## src/rtl/datamover_cmd_responder_if.sv

```systemverilog
// Bundles the command, data and status streams of both datamover channels.
// The slave modport is the responder; the master modport is whoever drives commands and data.
interface datamover_cmd_responder_if;
    logic [63:0] s_axis_mm2s_cmd_tdata;
    logic        s_axis_mm2s_cmd_tvalid;
    logic        s_axis_mm2s_cmd_tready;
    logic [63:0] s_axis_s2mm_cmd_tdata;
    logic        s_axis_s2mm_cmd_tvalid;
    logic        s_axis_s2mm_cmd_tready;

    logic [31:0] m_axis_mm2s_tdata;
    logic [3:0]  m_axis_mm2s_tkeep;
    logic        m_axis_mm2s_tlast;
    logic        m_axis_mm2s_tvalid;
    logic        m_axis_mm2s_tready;

    logic [31:0] s_axis_s2mm_tdata;
    logic [3:0]  s_axis_s2mm_tkeep;
    logic        s_axis_s2mm_tlast;
    logic        s_axis_s2mm_tvalid;
    logic        s_axis_s2mm_tready;

    logic [7:0]  m_axis_mm2s_sts_tdata;
    logic        m_axis_mm2s_sts_tvalid;
    logic        m_axis_mm2s_sts_tready;
    logic [7:0]  m_axis_s2mm_sts_tdata;
    logic        m_axis_s2mm_sts_tvalid;
    logic        m_axis_s2mm_sts_tready;

    logic        mm2s_rd_xfer_cmplt;
    logic        s2mm_wr_xfer_cmplt;

    modport slave (
        input  s_axis_mm2s_cmd_tdata, s_axis_mm2s_cmd_tvalid,
        output s_axis_mm2s_cmd_tready,
        input  s_axis_s2mm_cmd_tdata, s_axis_s2mm_cmd_tvalid,
        output s_axis_s2mm_cmd_tready,
        output m_axis_mm2s_tdata, m_axis_mm2s_tkeep, m_axis_mm2s_tlast, m_axis_mm2s_tvalid,
        input  m_axis_mm2s_tready,
        input  s_axis_s2mm_tdata, s_axis_s2mm_tkeep, s_axis_s2mm_tlast, s_axis_s2mm_tvalid,
        output s_axis_s2mm_tready,
        output m_axis_mm2s_sts_tdata, m_axis_mm2s_sts_tvalid,
        input  m_axis_mm2s_sts_tready,
        output m_axis_s2mm_sts_tdata, m_axis_s2mm_sts_tvalid,
        input  m_axis_s2mm_sts_tready,
        output mm2s_rd_xfer_cmplt, s2mm_wr_xfer_cmplt
    );

    modport master (
        output s_axis_mm2s_cmd_tdata, s_axis_mm2s_cmd_tvalid,
        input  s_axis_mm2s_cmd_tready,
        output s_axis_s2mm_cmd_tdata, s_axis_s2mm_cmd_tvalid,
        input  s_axis_s2mm_cmd_tready,
        input  m_axis_mm2s_tdata, m_axis_mm2s_tkeep, m_axis_mm2s_tlast, m_axis_mm2s_tvalid,
        output m_axis_mm2s_tready,
        output s_axis_s2mm_tdata, s_axis_s2mm_tkeep, s_axis_s2mm_tlast, s_axis_s2mm_tvalid,
        input  s_axis_s2mm_tready,
        input  m_axis_mm2s_sts_tdata, m_axis_mm2s_sts_tvalid,
        output m_axis_mm2s_sts_tready,
        input  m_axis_s2mm_sts_tdata, m_axis_s2mm_sts_tvalid,
        output m_axis_s2mm_sts_tready,
        input  mm2s_rd_xfer_cmplt, s2mm_wr_xfer_cmplt
    );
endinterface

```

## src/rtl/datamover_cmd_responder.sv

```systemverilog
// Datamover command responder: MM2S generates address-pattern read data, S2MM sinks write
// data and checks its length; each channel reports a status byte and a completion pulse.
//
// state    | meaning
// RD_IDLE  | mm2s command ready (after first post-reset edge)
// RD_WAIT  | start latency down-count before first read beat
// RD_DATA  | presenting read beats, advance on tvalid & tready
// RD_STS   | mm2s status valid until sts_tready
// WR_IDLE  | s2mm command ready (after first post-reset edge)
// WR_DATA  | accepting write beats until tlast
// WR_STS   | s2mm status valid until sts_tready
module datamover_cmd_responder #(
    parameter int DATA_WIDTH    = 32,
    parameter int START_LATENCY = 4
) (
    input logic clk,
    input logic rst_n,
    datamover_cmd_responder_if.slave bus
);
    typedef enum logic [1:0] {RD_IDLE, RD_WAIT, RD_DATA, RD_STS} rd_state_t;
    typedef enum logic [1:0] {WR_IDLE, WR_DATA, WR_STS} wr_state_t;

    localparam logic [31:0] BEAT_BYTES = 32'(DATA_WIDTH / 8);
    localparam logic [3:0]  WAIT_LOAD  = (START_LATENCY > 0) ? 4'(START_LATENCY - 1) : 4'd0;

    function automatic logic [20:0] beats_of(input logic [22:0] btt);
        logic [23:0] sum;
        sum = {1'b0, btt} + 24'd3;
        return sum[22:2];
    endfunction

    rd_state_t   rd_state_q, rd_state_d;
    wr_state_t   wr_state_q, wr_state_d;
    logic        rdy_q, rdy_d;
    logic [31:0] rd_addr_q, rd_addr_d;
    logic [20:0] rd_rem_q, rd_rem_d;
    logic [3:0]  rd_wait_q, rd_wait_d;
    logic [1:0]  rd_btt_lo_q, rd_btt_lo_d;
    logic        rd_decerr_q, rd_decerr_d;
    logic        rd_cmplt_q, rd_cmplt_d;
    logic [20:0] wr_rem_q, wr_rem_d;
    logic        wr_ovr_q, wr_ovr_d;
    logic        wr_decerr_q, wr_decerr_d;
    logic        wr_interr_q, wr_interr_d;
    logic        wr_cmplt_q, wr_cmplt_d;

    logic        rd_last;
    logic [3:0]  rd_keep_last;
    logic        rd_bad_cmd;
    logic        wr_bad_cmd;

    // rdy_q holds cmd_tready low during reset and releases it on the first edge afterwards.
    always_ff @(posedge clk or negedge rst_n) begin
        if (!rst_n) begin
            rd_state_q  <= RD_IDLE;
            wr_state_q  <= WR_IDLE;
            rdy_q       <= 1'b0;
            rd_addr_q   <= '0;
            rd_rem_q    <= '0;
            rd_wait_q   <= '0;
            rd_btt_lo_q <= '0;
            rd_decerr_q <= 1'b0;
            rd_cmplt_q  <= 1'b0;
            wr_rem_q    <= '0;
            wr_ovr_q    <= 1'b0;
            wr_decerr_q <= 1'b0;
            wr_interr_q <= 1'b0;
            wr_cmplt_q  <= 1'b0;
        end else begin
            rd_state_q  <= rd_state_d;
            wr_state_q  <= wr_state_d;
            rdy_q       <= rdy_d;
            rd_addr_q   <= rd_addr_d;
            rd_rem_q    <= rd_rem_d;
            rd_wait_q   <= rd_wait_d;
            rd_btt_lo_q <= rd_btt_lo_d;
            rd_decerr_q <= rd_decerr_d;
            rd_cmplt_q  <= rd_cmplt_d;
            wr_rem_q    <= wr_rem_d;
            wr_ovr_q    <= wr_ovr_d;
            wr_decerr_q <= wr_decerr_d;
            wr_interr_q <= wr_interr_d;
            wr_cmplt_q  <= wr_cmplt_d;
        end
    end

    assign rdy_d = 1'b1;
    assign bus.mm2s_rd_xfer_cmplt = rd_cmplt_q;
    assign bus.s2mm_wr_xfer_cmplt = wr_cmplt_q;

    assign rd_last      = (rd_rem_q == 21'd1);
    assign rd_keep_last = (rd_btt_lo_q == 2'd0) ? 4'hF : ((4'd1 << rd_btt_lo_q) - 4'd1);
    assign rd_bad_cmd   = (bus.s_axis_mm2s_cmd_tdata[22:0] == 23'd0) | ~bus.s_axis_mm2s_cmd_tdata[23];
    assign wr_bad_cmd   = (bus.s_axis_s2mm_cmd_tdata[22:0] == 23'd0) | ~bus.s_axis_s2mm_cmd_tdata[23];

    always_comb begin
        rd_state_d  = rd_state_q;
        rd_addr_d   = rd_addr_q;
        rd_rem_d    = rd_rem_q;
        rd_wait_d   = rd_wait_q;
        rd_btt_lo_d = rd_btt_lo_q;
        rd_decerr_d = rd_decerr_q;
        rd_cmplt_d  = 1'b0;
        bus.s_axis_mm2s_cmd_tready = 1'b0;
        bus.m_axis_mm2s_tdata      = '0;
        bus.m_axis_mm2s_tkeep      = '0;
        bus.m_axis_mm2s_tlast      = 1'b0;
        bus.m_axis_mm2s_tvalid     = 1'b0;
        bus.m_axis_mm2s_sts_tdata  = '0;
        bus.m_axis_mm2s_sts_tvalid = 1'b0;
        case (rd_state_q)
            RD_IDLE: begin
                bus.s_axis_mm2s_cmd_tready = rdy_q;
                if (rdy_q && bus.s_axis_mm2s_cmd_tvalid) begin
                    rd_addr_d   = bus.s_axis_mm2s_cmd_tdata[63:32];
                    rd_rem_d    = beats_of(bus.s_axis_mm2s_cmd_tdata[22:0]);
                    rd_btt_lo_d = bus.s_axis_mm2s_cmd_tdata[1:0];
                    rd_wait_d   = WAIT_LOAD;
                    rd_decerr_d = rd_bad_cmd;
                    if (rd_bad_cmd)              rd_state_d = RD_STS;
                    else if (START_LATENCY == 0) rd_state_d = RD_DATA;
                    else                         rd_state_d = RD_WAIT;
                end
            end
            RD_WAIT: begin
                if (rd_wait_q == 4'd0) rd_state_d = RD_DATA;
                else                   rd_wait_d  = rd_wait_q - 4'd1;
            end
            RD_DATA: begin
                bus.m_axis_mm2s_tvalid = 1'b1;
                bus.m_axis_mm2s_tdata  = rd_addr_q;
                bus.m_axis_mm2s_tlast  = rd_last;
                bus.m_axis_mm2s_tkeep  = rd_last ? rd_keep_last : 4'hF;
                if (bus.m_axis_mm2s_tready) begin
                    rd_addr_d = rd_addr_q + BEAT_BYTES;
                    rd_rem_d  = rd_rem_q - 21'd1;
                    if (rd_last) rd_state_d = RD_STS;
                end
            end
            RD_STS: begin
                bus.m_axis_mm2s_sts_tvalid = 1'b1;
                bus.m_axis_mm2s_sts_tdata  = {~rd_decerr_q, 1'b0, rd_decerr_q, 1'b0, 4'h0};
                if (bus.m_axis_mm2s_sts_tready) begin
                    rd_cmplt_d = 1'b1;
                    rd_state_d = RD_IDLE;
                end
            end
            default: rd_state_d = RD_IDLE;
        endcase
    end

    // Overrun is sticky: once the expected count is used up, further beats are discarded.
    always_comb begin
        wr_state_d  = wr_state_q;
        wr_rem_d    = wr_rem_q;
        wr_ovr_d    = wr_ovr_q;
        wr_decerr_d = wr_decerr_q;
        wr_interr_d = wr_interr_q;
        wr_cmplt_d  = 1'b0;
        bus.s_axis_s2mm_cmd_tready = 1'b0;
        bus.s_axis_s2mm_tready     = 1'b0;
        bus.m_axis_s2mm_sts_tdata  = '0;
        bus.m_axis_s2mm_sts_tvalid = 1'b0;
        case (wr_state_q)
            WR_IDLE: begin
                bus.s_axis_s2mm_cmd_tready = rdy_q;
                if (rdy_q && bus.s_axis_s2mm_cmd_tvalid) begin
                    wr_rem_d    = beats_of(bus.s_axis_s2mm_cmd_tdata[22:0]);
                    wr_ovr_d    = 1'b0;
                    wr_interr_d = 1'b0;
                    wr_decerr_d = wr_bad_cmd;
                    wr_state_d  = wr_bad_cmd ? WR_STS : WR_DATA;
                end
            end
            WR_DATA: begin
                bus.s_axis_s2mm_tready = 1'b1;
                if (bus.s_axis_s2mm_tvalid) begin
                    if (bus.s_axis_s2mm_tlast) begin
                        wr_interr_d = wr_ovr_q | (wr_rem_q != 21'd1);
                        wr_state_d  = WR_STS;
                    end else if (wr_rem_q <= 21'd1) begin
                        wr_ovr_d = 1'b1;
                    end else begin
                        wr_rem_d = wr_rem_q - 21'd1;
                    end
                end
            end
            WR_STS: begin
                bus.m_axis_s2mm_sts_tvalid = 1'b1;
                bus.m_axis_s2mm_sts_tdata  = {~(wr_decerr_q | wr_interr_q), 1'b0,
                                              wr_decerr_q, wr_interr_q, 4'h0};
                if (bus.m_axis_s2mm_sts_tready) begin
                    wr_cmplt_d = 1'b1;
                    wr_state_d = WR_IDLE;
                end
            end
            default: wr_state_d = WR_IDLE;
        endcase
    end
endmodule

```

## src/flat_wrapper.sv

```systemverilog
// flat-port wrapper written by rule: the top's interface ports become plain ports
module datamover_cmd_responder_flat 
#(
    parameter int DATA_WIDTH    = 32,
    parameter int START_LATENCY = 4
)
  (clk, rst_n, bus_s_axis_mm2s_cmd_tdata, bus_s_axis_mm2s_cmd_tvalid, bus_s_axis_mm2s_cmd_tready, bus_s_axis_s2mm_cmd_tdata, bus_s_axis_s2mm_cmd_tvalid, bus_s_axis_s2mm_cmd_tready, bus_m_axis_mm2s_tdata, bus_m_axis_mm2s_tkeep, bus_m_axis_mm2s_tlast, bus_m_axis_mm2s_tvalid, bus_m_axis_mm2s_tready, bus_s_axis_s2mm_tdata, bus_s_axis_s2mm_tkeep, bus_s_axis_s2mm_tlast, bus_s_axis_s2mm_tvalid, bus_s_axis_s2mm_tready, bus_m_axis_mm2s_sts_tdata, bus_m_axis_mm2s_sts_tvalid, bus_m_axis_mm2s_sts_tready, bus_m_axis_s2mm_sts_tdata, bus_m_axis_s2mm_sts_tvalid, bus_m_axis_s2mm_sts_tready, bus_mm2s_rd_xfer_cmplt, bus_s2mm_wr_xfer_cmplt);
  datamover_cmd_responder_if bus_i ();
  input logic clk;
  input logic rst_n;
  input wire logic [$bits(bus_i.s_axis_mm2s_cmd_tdata)-1:0] bus_s_axis_mm2s_cmd_tdata;
  input wire logic [$bits(bus_i.s_axis_mm2s_cmd_tvalid)-1:0] bus_s_axis_mm2s_cmd_tvalid;
  output wire logic [$bits(bus_i.s_axis_mm2s_cmd_tready)-1:0] bus_s_axis_mm2s_cmd_tready;
  input wire logic [$bits(bus_i.s_axis_s2mm_cmd_tdata)-1:0] bus_s_axis_s2mm_cmd_tdata;
  input wire logic [$bits(bus_i.s_axis_s2mm_cmd_tvalid)-1:0] bus_s_axis_s2mm_cmd_tvalid;
  output wire logic [$bits(bus_i.s_axis_s2mm_cmd_tready)-1:0] bus_s_axis_s2mm_cmd_tready;
  output wire logic [$bits(bus_i.m_axis_mm2s_tdata)-1:0] bus_m_axis_mm2s_tdata;
  output wire logic [$bits(bus_i.m_axis_mm2s_tkeep)-1:0] bus_m_axis_mm2s_tkeep;
  output wire logic [$bits(bus_i.m_axis_mm2s_tlast)-1:0] bus_m_axis_mm2s_tlast;
  output wire logic [$bits(bus_i.m_axis_mm2s_tvalid)-1:0] bus_m_axis_mm2s_tvalid;
  input wire logic [$bits(bus_i.m_axis_mm2s_tready)-1:0] bus_m_axis_mm2s_tready;
  input wire logic [$bits(bus_i.s_axis_s2mm_tdata)-1:0] bus_s_axis_s2mm_tdata;
  input wire logic [$bits(bus_i.s_axis_s2mm_tkeep)-1:0] bus_s_axis_s2mm_tkeep;
  input wire logic [$bits(bus_i.s_axis_s2mm_tlast)-1:0] bus_s_axis_s2mm_tlast;
  input wire logic [$bits(bus_i.s_axis_s2mm_tvalid)-1:0] bus_s_axis_s2mm_tvalid;
  output wire logic [$bits(bus_i.s_axis_s2mm_tready)-1:0] bus_s_axis_s2mm_tready;
  output wire logic [$bits(bus_i.m_axis_mm2s_sts_tdata)-1:0] bus_m_axis_mm2s_sts_tdata;
  output wire logic [$bits(bus_i.m_axis_mm2s_sts_tvalid)-1:0] bus_m_axis_mm2s_sts_tvalid;
  input wire logic [$bits(bus_i.m_axis_mm2s_sts_tready)-1:0] bus_m_axis_mm2s_sts_tready;
  output wire logic [$bits(bus_i.m_axis_s2mm_sts_tdata)-1:0] bus_m_axis_s2mm_sts_tdata;
  output wire logic [$bits(bus_i.m_axis_s2mm_sts_tvalid)-1:0] bus_m_axis_s2mm_sts_tvalid;
  input wire logic [$bits(bus_i.m_axis_s2mm_sts_tready)-1:0] bus_m_axis_s2mm_sts_tready;
  output wire logic [$bits(bus_i.mm2s_rd_xfer_cmplt)-1:0] bus_mm2s_rd_xfer_cmplt;
  output wire logic [$bits(bus_i.s2mm_wr_xfer_cmplt)-1:0] bus_s2mm_wr_xfer_cmplt;
  assign bus_i.s_axis_mm2s_cmd_tdata = bus_s_axis_mm2s_cmd_tdata;
  assign bus_i.s_axis_mm2s_cmd_tvalid = bus_s_axis_mm2s_cmd_tvalid;
  assign bus_s_axis_mm2s_cmd_tready = bus_i.s_axis_mm2s_cmd_tready;
  assign bus_i.s_axis_s2mm_cmd_tdata = bus_s_axis_s2mm_cmd_tdata;
  assign bus_i.s_axis_s2mm_cmd_tvalid = bus_s_axis_s2mm_cmd_tvalid;
  assign bus_s_axis_s2mm_cmd_tready = bus_i.s_axis_s2mm_cmd_tready;
  assign bus_m_axis_mm2s_tdata = bus_i.m_axis_mm2s_tdata;
  assign bus_m_axis_mm2s_tkeep = bus_i.m_axis_mm2s_tkeep;
  assign bus_m_axis_mm2s_tlast = bus_i.m_axis_mm2s_tlast;
  assign bus_m_axis_mm2s_tvalid = bus_i.m_axis_mm2s_tvalid;
  assign bus_i.m_axis_mm2s_tready = bus_m_axis_mm2s_tready;
  assign bus_i.s_axis_s2mm_tdata = bus_s_axis_s2mm_tdata;
  assign bus_i.s_axis_s2mm_tkeep = bus_s_axis_s2mm_tkeep;
  assign bus_i.s_axis_s2mm_tlast = bus_s_axis_s2mm_tlast;
  assign bus_i.s_axis_s2mm_tvalid = bus_s_axis_s2mm_tvalid;
  assign bus_s_axis_s2mm_tready = bus_i.s_axis_s2mm_tready;
  assign bus_m_axis_mm2s_sts_tdata = bus_i.m_axis_mm2s_sts_tdata;
  assign bus_m_axis_mm2s_sts_tvalid = bus_i.m_axis_mm2s_sts_tvalid;
  assign bus_i.m_axis_mm2s_sts_tready = bus_m_axis_mm2s_sts_tready;
  assign bus_m_axis_s2mm_sts_tdata = bus_i.m_axis_s2mm_sts_tdata;
  assign bus_m_axis_s2mm_sts_tvalid = bus_i.m_axis_s2mm_sts_tvalid;
  assign bus_i.m_axis_s2mm_sts_tready = bus_m_axis_s2mm_sts_tready;
  assign bus_mm2s_rd_xfer_cmplt = bus_i.mm2s_rd_xfer_cmplt;
  assign bus_s2mm_wr_xfer_cmplt = bus_i.s2mm_wr_xfer_cmplt;
  datamover_cmd_responder #(.DATA_WIDTH(DATA_WIDTH), .START_LATENCY(START_LATENCY)) u_core (.clk(clk), .rst_n(rst_n), .bus(bus_i));
endmodule
```

## config.mk

```make
export PLATFORM = sky130hd
export DESIGN_NAME = datamover_cmd_responder_flat
export DESIGN_NICKNAME = d
export VERILOG_FILES = /design/src/rtl/datamover_cmd_responder_if.sv /design/src/rtl/datamover_cmd_responder.sv /design/src/flat_wrapper.sv
export SDC_FILE = /design/constraint.sdc
export NUM_CORES = 1
export LEC_CHECK = 0
export CAP_MARGIN = 20
export CORE_ASPECT_RATIO = 0.75
export CORE_UTILIZATION = 29
export CTS_CLUSTER_DIAMETER = 200
export CTS_CLUSTER_SIZE = 30
export DETAILED_ROUTE_END_ITERATION = 7
export PLACE_DENSITY_LB_ADDON = 0.25
export SLEW_MARGIN = 30
export SYNTH_ARGS = -nofsm -noshare
export SYNTH_HDL_FRONTEND = slang
export SYNTH_SLANG_ARGS = --single-unit
```

## constraint.sdc

```tcl
create_clock -name clk -period 2.38 [get_ports clk]
set_input_delay 0.238 -clock clk [delete_from_list [all_inputs] [get_ports clk]]
set_output_delay 0.238 -clock clk [all_outputs]
set_load 0.02 [all_outputs]
```

==> results of run 1 <==
==> metal layers <==
layer | vias to the layer above | wire (um) | GRT usage (%)
met2 | 170 | 8310 | 24.7
met5 | - | 0 | 0
met4 | 0 | 229 | 4.12
li1 | 3385 | - | -
met1 | 3248 | 11300 | 28.8
met3 | 12 | 889 | 2.70
==> state kept, by name (all words and copies together) (netlist names), 2 cells and up <==
signal              flops
u_core.rd_addr_q       32
u_core.rd_rem_q        21
u_core.wr_rem_q        21
u_core.rd_wait_q        4
u_core.rd_btt_lo_q      2
u_core.rd_state_q       2
u_core.wr_state_q       2
==> metrics by stage <==
step	power, uW	std cells	cell area, um2	utilization (%)	TNS (ns)
floorplan	6490	829	6660	-	0
global placement	8830	1295	8860	39.9	-0.298
detailed placement	8900	1295	8860	39.9	-0.403
CTS	10500	1314	9190	41.3	-0.148
global route	11400	1320	9250	41.6	-0.601
finish	10600	1320	9250	41.6	-0.107
==> layout make-up <==
| class | instances | area (um2) |
|---|---|---|
| Multi-Input combinational cell | 649 | 4000 |
| Tap cell | 294 | 368 |
| Clock buffer | 9 | 225 |
| Inverter | 35 | 135 |
| Clock inverter | 7 | 106 |
| Fill cell | 2277 | 13000 |
| Sequential cell | 91 | 2280 |
| Timing Repair Buffer | 235 | 2150 |
==> worst min-delay path by stage <==
stage,start,to,slack (ns)
2_1_floorplan,rst_n,u_core.bus.mm2s_rd_xfer_cmplt,-0.06
3_3_place_gp,rst_n,u_core.wr_rem_q[14],0.23
6_report,rst_n,u_core.rd_rem_q[5],0.39
4_1_cts,rst_n,u_core.rd_rem_q[5],0.40
5_1_grt,rst_n,u_core.rd_rem_q[5],0.41
3_5_place_dp,rst_n,u_core.wr_rem_q[14],0.22
==> cells in the final DEF (no fill, tap or decap), types with 7 or more instances in the layout <==
cell                              netlist  layout
sky130_fd_sc_hd__clkdlybuf4s50_1        0     104
sky130_fd_sc_hd__dfrtp_1               91      91
sky130_fd_sc_hd__buf_4                 12      89
sky130_fd_sc_hd__nor2_1                74      73
sky130_fd_sc_hd__nand2_1               72      71
sky130_fd_sc_hd__a21oi_1               65      65
sky130_fd_sc_hd__o21ai_0               59      59
sky130_fd_sc_hd__inv_1                 35      34
sky130_fd_sc_hd__nor3_1                30      30
sky130_fd_sc_hd__and2_1                29      29
sky130_fd_sc_hd__dlygate4sd2_1          0      28
sky130_fd_sc_hd__nand3_1               26      25
sky130_fd_sc_hd__nand4_1               21      21
sky130_fd_sc_hd__xor2_1                19      19
sky130_fd_sc_hd__xnor2_1               19      19
sky130_fd_sc_hd__o22ai_1               16      16
sky130_fd_sc_hd__nor4_1                15      14
sky130_fd_sc_hd__a31oi_1               14      14
sky130_fd_sc_hd__ha_1                  14      13
sky130_fd_sc_hd__conb_1                 2      12
sky130_fd_sc_hd__o31ai_1               12      11
sky130_fd_sc_hd__and3_1                11      11
sky130_fd_sc_hd__o2bb2ai_1             10      10
sky130_fd_sc_hd__a22o_1                10      10
sky130_fd_sc_hd__clkbuf_16              0       9
sky130_fd_sc_hd__or3_1                  9       8
sky130_fd_sc_hd__nand2b_1               7       7
sky130_fd_sc_hd__o211ai_1               7       7
==> power breakdown <==
part,switching (uW),internal [uW]
Clock,687,944
Sequential,734,2290
Combinational,3260,2700
==> cells in the mapped netlist, types with 16 or more instances <==
library cell / n
sky130_fd_sc_hd__o22ai_1: 16
sky130_fd_sc_hd__nor3_1: 30
sky130_fd_sc_hd__nor2_1: 74
sky130_fd_sc_hd__xor2_1: 19
sky130_fd_sc_hd__nand3_1: 26
sky130_fd_sc_hd__and2_1: 29
sky130_fd_sc_hd__xnor2_1: 19
sky130_fd_sc_hd__o21ai_0: 59
sky130_fd_sc_hd__a21oi_1: 65
sky130_fd_sc_hd__nand4_1: 21
sky130_fd_sc_hd__clkbuf_1: 33
sky130_fd_sc_hd__nand2_1: 72
sky130_fd_sc_hd__inv_1: 35
sky130_fd_sc_hd__dfrtp_1: 91
==> worst max-delay path, stage by stage, from the launching register on <==
cell and delay [ns]:
sky130_fd_sc_hd__dfrtp_1 0.38, sky130_fd_sc_hd__or3_4 0.41, sky130_fd_sc_hd__nor4_4 0.18, sky130_fd_sc_hd__nand4_1 0.18, sky130_fd_sc_hd__o31ai_2 0.25, sky130_fd_sc_hd__buf_4 0.16, sky130_fd_sc_hd__buf_4 0.10, sky130_fd_sc_hd__o21ai_0 0.06
sky130_fd_sc_hd__buf_2 0.16
==> kinds of logic (layout without fill, tap and decap cells) <==
kind of cell	Yosys count	count (layout)	share of synthesized area (%)
fa+ha+maj	14	14	2.65
buf+inv	89	286	6.32
mux	7	7	1.12
other cells	2	12	0.114
flops	91	91	34.4
compound gates	253	253	24.8
xor+xnor	38	38	5.03
simple gates	325	325	25.5
==> repair_timing <==
item | CTS | global route
gates cloned | 0 | 1
gates resized for setup | 52 | 9
pin swaps | 2 | 2
endpoints found under the hold margin | 28 | 0
setup buffers | 2 | 5
hold buffers | 1 | 0
endpoints found under the setup margin | 33 | 18
==> run_results.csv, run 1 <==
group,metric,value,unit
grt,number_of_global_route_vias_before_repair,6246,
sta,finalHoldWorstSlack,0.395,ns
place,numPortBuffers,138,
worst_setup_path,worstRegToRegCells,7,
clocking,h-tree-depth,3,
synthesis,ys_seq_elements,91,
worst_setup_path,startpoint_type,"flip-flop",
worst_setup_path,rr_endpoint,"u_core.wr_rem_q[6]",
worst_setup_path,endpoint_kind,"output pin",
drt,detail_route.drc_violations,0,
synthesis,synth_sequential_area_ratio,34.4,%
sta,drv_slew,0,
synthesis,yosys-top-cells-area,"sky130_fd_sc_hd__dfrtp_1 34%, sky130_fd_sc_hd__a21oi_1 4.9%, sky130_fd_sc_hd__o21ai_0 4.5%",
grt,gr-total-overflow,0,
grt,grt_start_max_net_pins,42,
worst_setup_path,critPathMaxFanout,3,
grt,groute.usage.overall,18.0,%
sta,period_share,104,%
run_status,violated_checks,"negative setup slack",
synthesis,synthArstFlopShare,100,%
synthesis,synth.largest_area_cell,"sky130_fd_sc_hd__dfrtp_1",
worst_setup_path,crit_path_start,"u_core.rd_rem_q[9]",
run_status,outcome,"finished with violations",
drt,totalWireLength,20.7,mm
place,dp_slack,-0.129,ns
clocking,root_buffer,"sky130_fd_sc_hd__clkbuf_16",
worst_setup_path,reg2reg_setup_slack,0.12,ns
sta,period_minus_ws_final,2.47,ns
final_layout,layout-drive-gt1-share,14.5,%
sta,report.final.setup_viol,2,
sta,hold_viol,0,
clocking,tritoncts,"yes",
worst_setup_path,critPathRequiredTime,2.14,ns
hold_path,min_path_type,"in -> async",
synthesis,syn_area_per_cell,8.07,um2
final_layout,nNetsFinal,1208,
clocking,clock-sinks,91,
sta,clock-skew-final,0.0134,ns
synthesis,netlist_area_pre_place,6610,um2
clocking,cts_buffers,9,
floorplan,floorplan.core_area,22200,um2
floorplan,chipHeight,133,um
place,gp_congestion,0.860,
place,dp.final_hpwl,15.9,mm
grt,grt_pass1_wl,33.5,mm
grt,grt_antenna_before_repair,0,
sta,fmax,405,MHz
drt,routed_via_density,5.16,
power_and_ir_drop,worst_ir_drop_vdd,0.524,mV
power_and_ir_drop,power-per-cell-area,1150,nW/um2
sta,unrepaired_setup_endpoints_after_global_routing,"true",
synthesis,share_of_the_synthesized_area_in_the_top_cell_type,34.4,%
power_and_ir_drop,p_leak,0.00380,uW
clocking,clock_tree.buffer_depth,2,
clocking,worst_setup_hold_path_clk_slew,0.08,ns
worst_setup_path,critPathKind,"reg -> out",
worst_setup_path,critical_path.endpoint,"bus_m_axis_mm2s_tkeep[1]",
floorplan,dieArea,23400,um2
drt,num_vias,6815,
clocking,clock_latency,0.36,ns
synthesis,synth_edf_count,0,
floorplan,std_cell_rows,47,
flow_run,max_cap_viols,0,
floorplan,ios,234,
floorplan,fp.dieW,176,um
drt,number_of_nets_still_failing_antenna_checks_after_routing,0,
worst_setup_path,timing.rr.start,"u_core.wr_rem_q[9]",
synthesis,synthCells,819,
synthesis,synthDistinctLibCells,73,
floorplan,initial_utilization,29.7,%
final_layout,number_of_antenna_repair_diodes,0,
drt,drt_pass1_iterations,7,
synthesis,synth-warning-count,0,
synthesis,synthFlopType,"sky130_fd_sc_hd__dfrtp_1",
worst_setup_path,arrival,2.23,ns
drt,wl_per_cell,15.7,um
drt,drt_first_iter_violations,474,
final_layout,area_delta_synth_final,40.0,%
sta,final_worst_setup_slack,-0.0885,ns
No activity file was read; power rests on OpenSTA's default activity.
==> run 2: changes to the inputs <==
--- a/config.mk
+++ b/config.mk
@@ -5,13 +5,13 @@
 export SDC_FILE = /design/constraint.sdc
 export NUM_CORES = 1
 export LEC_CHECK = 0
-export CAP_MARGIN = 20
 export CORE_ASPECT_RATIO = 0.75
 export CORE_UTILIZATION = 29
 export CTS_CLUSTER_DIAMETER = 200
 export CTS_CLUSTER_SIZE = 30
 export DETAILED_ROUTE_END_ITERATION = 7
 export PLACE_DENSITY_LB_ADDON = 0.25
+export SKIP_CTS_REPAIR_TIMING = 1
 export SLEW_MARGIN = 30
 export SYNTH_ARGS = -nofsm -noshare
 export SYNTH_HDL_FRONTEND = slang
==> run 2 against run 1 <==
Net effect: the run still ends with negative setup slack left; register-to-register slack hardly changed; combinational power is 1% higher; final area is 1.1% higher; total power is 0.68% higher; global-route usage is 0.080 points lower; final cell count hardly changed; via count is 0.63% lower; sequential cell count stayed put; critical path type unchanged; largest cell class unchanged.
==> run_results.csv, run 2 (synthesis gave the netlist of run 1 again) <==
group,metric,value,unit
place,numPortBuffers,138,
clocking,clock_tree.buffer_depth,2,
grt,grt_start_max_net_pins,42,
drt,drt_pass1_iterations,5,
clocking,root_buffer,"sky130_fd_sc_hd__clkbuf_16",
grt,grt_pass1_wl,33.3,mm
final_layout,largest_register_ffs,32,
floorplan,floorplan.core_area,22200,um2
final_layout,number_of_antenna_repair_diodes,0,
worst_setup_path,critPathRequiredTime,2.14,ns
worst_setup_path,critical_path.max_stage_delay,0.41,ns
place,dp_slack,-0.129,ns
clocking,cts_buffers,9,
clocking,clock_latency,0.36,ns
final_layout,seq_area,2280,um2
sta,period_minus_ws_final,2.39,ns
drt,detail_route.drc_violations,0,
drt,number_of_nets_still_failing_antenna_checks_after_routing,0,
final_layout,finish.utilization,42.1,%
worst_setup_path,arrival,2.15,ns
final_layout,top_regs,"u_core.rd_addr_q (32), u_core.rd_rem_q (21), u_core.wr_rem_q (21)",
sta,clock-skew-final,0.0151,ns
power_and_ir_drop,clkPwrFrac,15.3,%
drt,totalWireLength,20.7,mm
floorplan,fp.dieW,176,um
place,dp.final_hpwl,15.9,mm
drt,num_vias,6772,
drt,drt_first_iter_violations,483,
clocking,clock-sinks,91,
power_and_ir_drop,finalPower,10700,uW
drt,wl_per_cell,15.7,um
worst_setup_path,cell_with_the_largest_stage_delay_on_the_worst_path,"sky130_fd_sc_hd__or3_4",
clocking,worst_setup_hold_path_clk_slew,0.08,ns
final_layout,multi_input_comb_area,4000,um2
grt,grt_antenna_before_repair,0,
worst_setup_path,critPathMaxFanout,4,
clocking,tritoncts,"yes",
sta,unrepaired_setup_endpoints_after_global_routing,"true",
hold_path,min_path_type,"in -> async",
power_and_ir_drop,power_frac_seq,28.3,%
power_and_ir_drop,power.share.combinational,56.4,%
final_layout,layout.cells.most_common_list,"104 x sky130_fd_sc_hd__clkdlybuf4s50_1, 91 x sky130_fd_sc_hd__dfrtp_1, 88 x sky130_fd_sc_hd__buf_4",
final_layout,area_delta_synth_final,41.4,%
floorplan,ios,234,
sta,period_share,100,%
final_layout,layout-drive-gt1-share,14.4,%
sta,report.final.setup_viol,2,
sta,fmax,419,MHz
grt,number_of_global_route_vias_before_repair,6205,
place,gp_congestion,0.860,
worst_setup_path,critPathKind,"reg -> out",
sta,hold_viol,0,
final_layout,layout_fillers,2257,
power_and_ir_drop,power-per-cell-area,1140,nW/um2
final_layout,nNetsFinal,1207,
floorplan,dieArea,23400,um2
power_and_ir_drop,p_leak,0.00414,uW
clocking,h-tree-depth,3,
final_layout,largest-register,"u_core.rd_addr_q",
grt,gr-total-overflow,0,
sta,finalHoldWorstSlack,0.393,ns
floorplan,std_cell_rows,47,
worst_setup_path,endpoint_kind,"output pin",
final_layout,layout_commonest_cell,"sky130_fd_sc_hd__clkdlybuf4s50_1",
floorplan,initial_utilization,29.7,%
power_and_ir_drop,power.internal,6020,uW
power_and_ir_drop,power.switching,4680,uW
grt,groute.usage.overall,17.9,%
sta,final_worst_setup_slack,-0.00613,ns
power_and_ir_drop,worst_ir_drop_vdd,0.528,mV
run_status,violated_checks,"negative setup slack",
worst_setup_path,cp_cell_sequence,"or3_4 -> nor4_4 -> nand4_1 -> o31ai_2 -> buf_4 -> o21ai_0 -> buf_2",
floorplan,chipHeight,133,um
power_and_ir_drop,swShare,43.7,%
drt,routed_via_density,5.13,
worst_setup_path,startpoint_type,"flip-flop",
flow_run,max_cap_viols,0,
run_status,outcome,"finished with violations",
sta,drv_slew,0,
==> run 2: changes by cell type in the layout (fill, tap and decap cells not counted) <==
| cell | previous run | this run |
|---|---|---|
| sky130_fd_sc_hd__dlygate4sd2_1 | 28 | 0 |
| sky130_fd_sc_hd__dlymetal6s2s_1 | 1 | 29 |
| sky130_fd_sc_hd__buf_4 | 89 | 88 |
==> run 2: layout make-up <==
cell class	instances	share of cell area, %
sequential	91	24.4
tap	294	3.93
inverter	35	1.45
clock buffer	9	2.41
timing repair buffer	234	24.0
clock inverter	7	1.14
multi-input combinational	649	42.7
==> run 2: final timing paths <==
check	startpoint	slack (ns)	to	depth (start not counted)
max	u_core.rd_rem_q[9]	-0.006	bus_m_axis_mm2s_tkeep[2]	7
min	rst_n	0.39	u_core.rd_rem_q[5]	2
max reg2reg	u_core.wr_rem_q[9]	0.13	u_core.wr_rem_q[6]	7
min reg2reg	u_core.rd_rem_q[19]	0.49	u_core.rd_rem_q[19]	1
max in group asynchronous	rst_n	1.38	u_core.rd_addr_q[22]	3
min in group clk	bus_s_axis_mm2s_cmd_tdata[34]	0.46	u_core.rd_addr_q[2]	3
==> run 2: per-layer routing <==
layer  share of wire [%]  routed length [um]  track usage, %
met1                  54               11300            28.7
met2                  40                8390            24.6
met3                 4.3                 887            2.67
met4                0.99                 205            3.93
met5                   0                   0               0
==> run 2: power groups by stage <==
stage          Combinational [uW]  Sequential (uW)  Clock (uW)
2_1_floorplan                3610             2880           0
3_3_place_gp                 5810             3020           0
3_5_place_dp                 5870             3030           0
4_1_cts                      5890             3010        1680
5_1_grt                      6650             3150        1740
6_report                     6030             3030        1630
==> run 2: metrics by stage <==
stage | TNS, ns | std cells | area (um2)
floorplan | 0 | 829 | 6660
global placement | -0.298 | 1295 | 8860
detailed placement | -0.403 | 1295 | 8860
CTS | -4.97 | 1311 | 9190
global route | -0.499 | 1319 | 9350
finish | -0.00965 | 1319 | 9350
==> run 2: critical path, delay by kind of cell, from the launching register on <==
| family | cells | cell delay, ns |
|---|---|---|
| AO/OA/AOI/OAI | 2 | 0.33 |
| buffers and inverters | 2 | 0.34 |
| flip-flops | 1 | 0.38 |
| AND/OR/NAND/NOR | 3 | 0.76 |
==> run 3: changes to the inputs <==
--- a/config.mk
+++ b/config.mk
@@ -5,7 +5,7 @@
 export SDC_FILE = /design/constraint.sdc
 export NUM_CORES = 1
 export LEC_CHECK = 0
-export CORE_ASPECT_RATIO = 0.75
+export CORE_ASPECT_RATIO = 0.9
 export CORE_UTILIZATION = 29
 export CTS_CLUSTER_DIAMETER = 200
 export CTS_CLUSTER_SIZE = 30
==> constraint.sdc (replaced) <==
create_clock -name clk -period 2.55 [get_ports clk]
set_input_delay 0.255 -clock clk [delete_from_list [all_inputs] [get_ports clk]]
set_output_delay 0.255 -clock clk [all_outputs]
set_load 0.02 [all_outputs]
==> run 3 against run 2 <==
Net effect: the flow finishes with violations (design-rule violations); global-route usage down 0.79 points; die area about the same; worst hold slack better by 0.072 ns; register-to-register slack about the same; non-clock buffer count down 33; setup slack better by 0.053 ns; critical path type unchanged; critical endpoint is now bus_m_axis_mm2s_tlast.
==> run_results.csv, run 3 (synthesis gave the netlist of run 1 again) <==
group,metric,value,unit
place,numPortBuffers,138,
drt,detail_route.drc_violations,2,
power_and_ir_drop,p_leak,0.00375,uW
final_layout,top_regs,"u_core.rd_addr_q (32), u_core.rd_rem_q (21), u_core.wr_rem_q (21)",
worst_setup_path,timing.rr.start,"u_core.rd_rem_q[9]",
clocking,worst_setup_hold_path_clk_slew,0.07,ns
clocking,clock_tree.buffer_depth,2,
grt,gr-total-overflow,0,
run_status,outcome,"finished with violations",
worst_setup_path,critPathMaxFanout,3,
sta,fmax,400,MHz
final_layout,layout_commonest_cell,"sky130_fd_sc_hd__clkdlybuf4s50_1",
sta,report.final.setup_viol,0,
place,dp.final_hpwl,14.8,mm
sta,clock-skew-final,0.00826,ns
final_layout,layoutNonFillerInstCount,1289,
final_layout,area_delta_synth_final,37.1,%
grt,grt_pass1_wl,32.3,mm
floorplan,fp.dieW,161,um
final_layout,layout-drive-gt1-share,10.9,%
worst_setup_path,critPathRequiredTime,2.30,ns
floorplan,initial_utilization,29.5,%
sta,max-slew-margin-rel,56.0,%
sta,tightestPinTransition,0.657,ns
power_and_ir_drop,finalPower,9640,uW
worst_setup_path,crit_path_start,"u_core.rd_rem_q[9]",
clocking,cts_buffers,9,
drt,wl_per_cell,15.3,um
hold_path,min_path_type,"in -> async",
sta,period_share,98.1,%
grt,grt_start_max_net_pins,42,
final_layout,largest_register_ffs,32,
floorplan,chipHeight,145,um
drt,number_of_nets_still_failing_antenna_checks_after_routing,0,
worst_setup_path,endpoint_kind,"output pin",
sta,unrepaired_setup_endpoints_after_global_routing,"true",
final_layout,nNetsFinal,1174,
clocking,clock_latency,0.35,ns
final_layout,seq_area,2280,um2
final_layout,finish.utilization,40.4,%
worst_setup_path,startpoint_type,"flip-flop",
clocking,tritoncts,"yes",
power_and_ir_drop,power-per-cell-area,1060,nW/um2
grt,groute.usage.overall,17.1,%
clocking,h-tree-depth,3,
worst_setup_path,critPathKind,"reg -> out",
drt,drt_pass1_iterations,7,
clocking,root_buffer,"sky130_fd_sc_hd__clkbuf_16",
floorplan,dieArea,23400,um2
sta,finalHoldWorstSlack,0.464,ns
grt,grt_antenna_before_repair,1,
drt,drt_first_iter_violations,482,
final_layout,layout.cells.most_common_list,"119 x sky130_fd_sc_hd__clkdlybuf4s50_1, 91 x sky130_fd_sc_hd__dfrtp_1, 74 x sky130_fd_sc_hd__nor2_1",
drt,routed_via_density,5.21,
drt,totalWireLength,19.7,mm
floorplan,ios,234,
grt,number_of_global_route_vias_before_repair,6130,
place,gp_congestion,0.827,
sta,period_minus_ws_final,2.50,ns
run_status,violated_checks,"design-rule violations",
worst_setup_path,arrival,2.25,ns
drt,num_vias,6712,
place,place_inst,1269,
final_layout,largest-register,"u_core.rd_addr_q",
sta,drv_slew,0,
floorplan,std_cell_rows,52,
final_layout,layout_fillers,2284,
sta,hold_viol,0,
flow_run,max_cap_viols,0,
final_layout,multi_input_comb_area,3990,um2
power_and_ir_drop,worst_ir_drop_vdd,0.445,mV
floorplan,floorplan.core_area,22400,um2
final_layout,number_of_antenna_repair_diodes,0,
clocking,clock-sinks,91,
## run 3: worst max-delay path, cell delays in order (launching register included)
cell and delay [ns]:
sky130_fd_sc_hd__dfrtp_1 0.39, sky130_fd_sc_hd__or3_4 0.41, sky130_fd_sc_hd__nor4_4 0.16, sky130_fd_sc_hd__nand4_1 0.22
sky130_fd_sc_hd__buf_4 0.22, sky130_fd_sc_hd__nor4_4 0.24, sky130_fd_sc_hd__buf_4 0.15, sky130_fd_sc_hd__buf_6 0.11
## run 3: area by class of cell
cell class / count / area share [%]
flip-flops and latches: 91 / 25.1
repair buffers: 201 / 21.5
inverters: 35 / 1.45
clock inverters: 7 / 1.38
clock buffers: 9 / 2.49
multi-input cells: 649 / 44.0
well taps: 297 / 4.10
## run 3: report_power, final
part           total [uW]  internal (uW)  switching, uW
Combinational        5170           2320           2850
Sequential           2880           2140            733
Clock                1590            967            624
## run 3: worst paths after layout
path                                                  to  slack, ns  cells past startpoint
max                                bus_m_axis_mm2s_tlast       0.05                      7
min                                  u_core.rd_addr_q[2]       0.46                      2
max reg2reg                          u_core.rd_rem_q[13]       0.12                      6
min reg2reg                          u_core.rd_addr_q[1]       0.50                      1
max in group asynchronous             u_core.wr_interr_q       1.33                      3
min in group clk           u_core.bus.s2mm_wr_xfer_cmplt       0.49                      2
## run 3: through the flow
stage	worst slack, ns	TNS (ns)	area (um2)
6_report	0.0472	0	9060
5_1_grt	-0.0397	-0.0664	9060
4_1_cts	-0.471	-3.69	8960
3_5_place_dp	-0.0507	-0.0507	8610
3_3_place_gp	-0.0418	-0.0418	8610
2_1_floorplan	0.00765	0	6650
## run 3: metal layers
metal	vias to the layer above	part of all wire, %	global-route usage, %
met5	-	0	0
met1	3178	49	25.2
met3	14	5.5	3.17
met2	199	44	25.7
li1	3321	-	-
met4	0	0.97	3.87
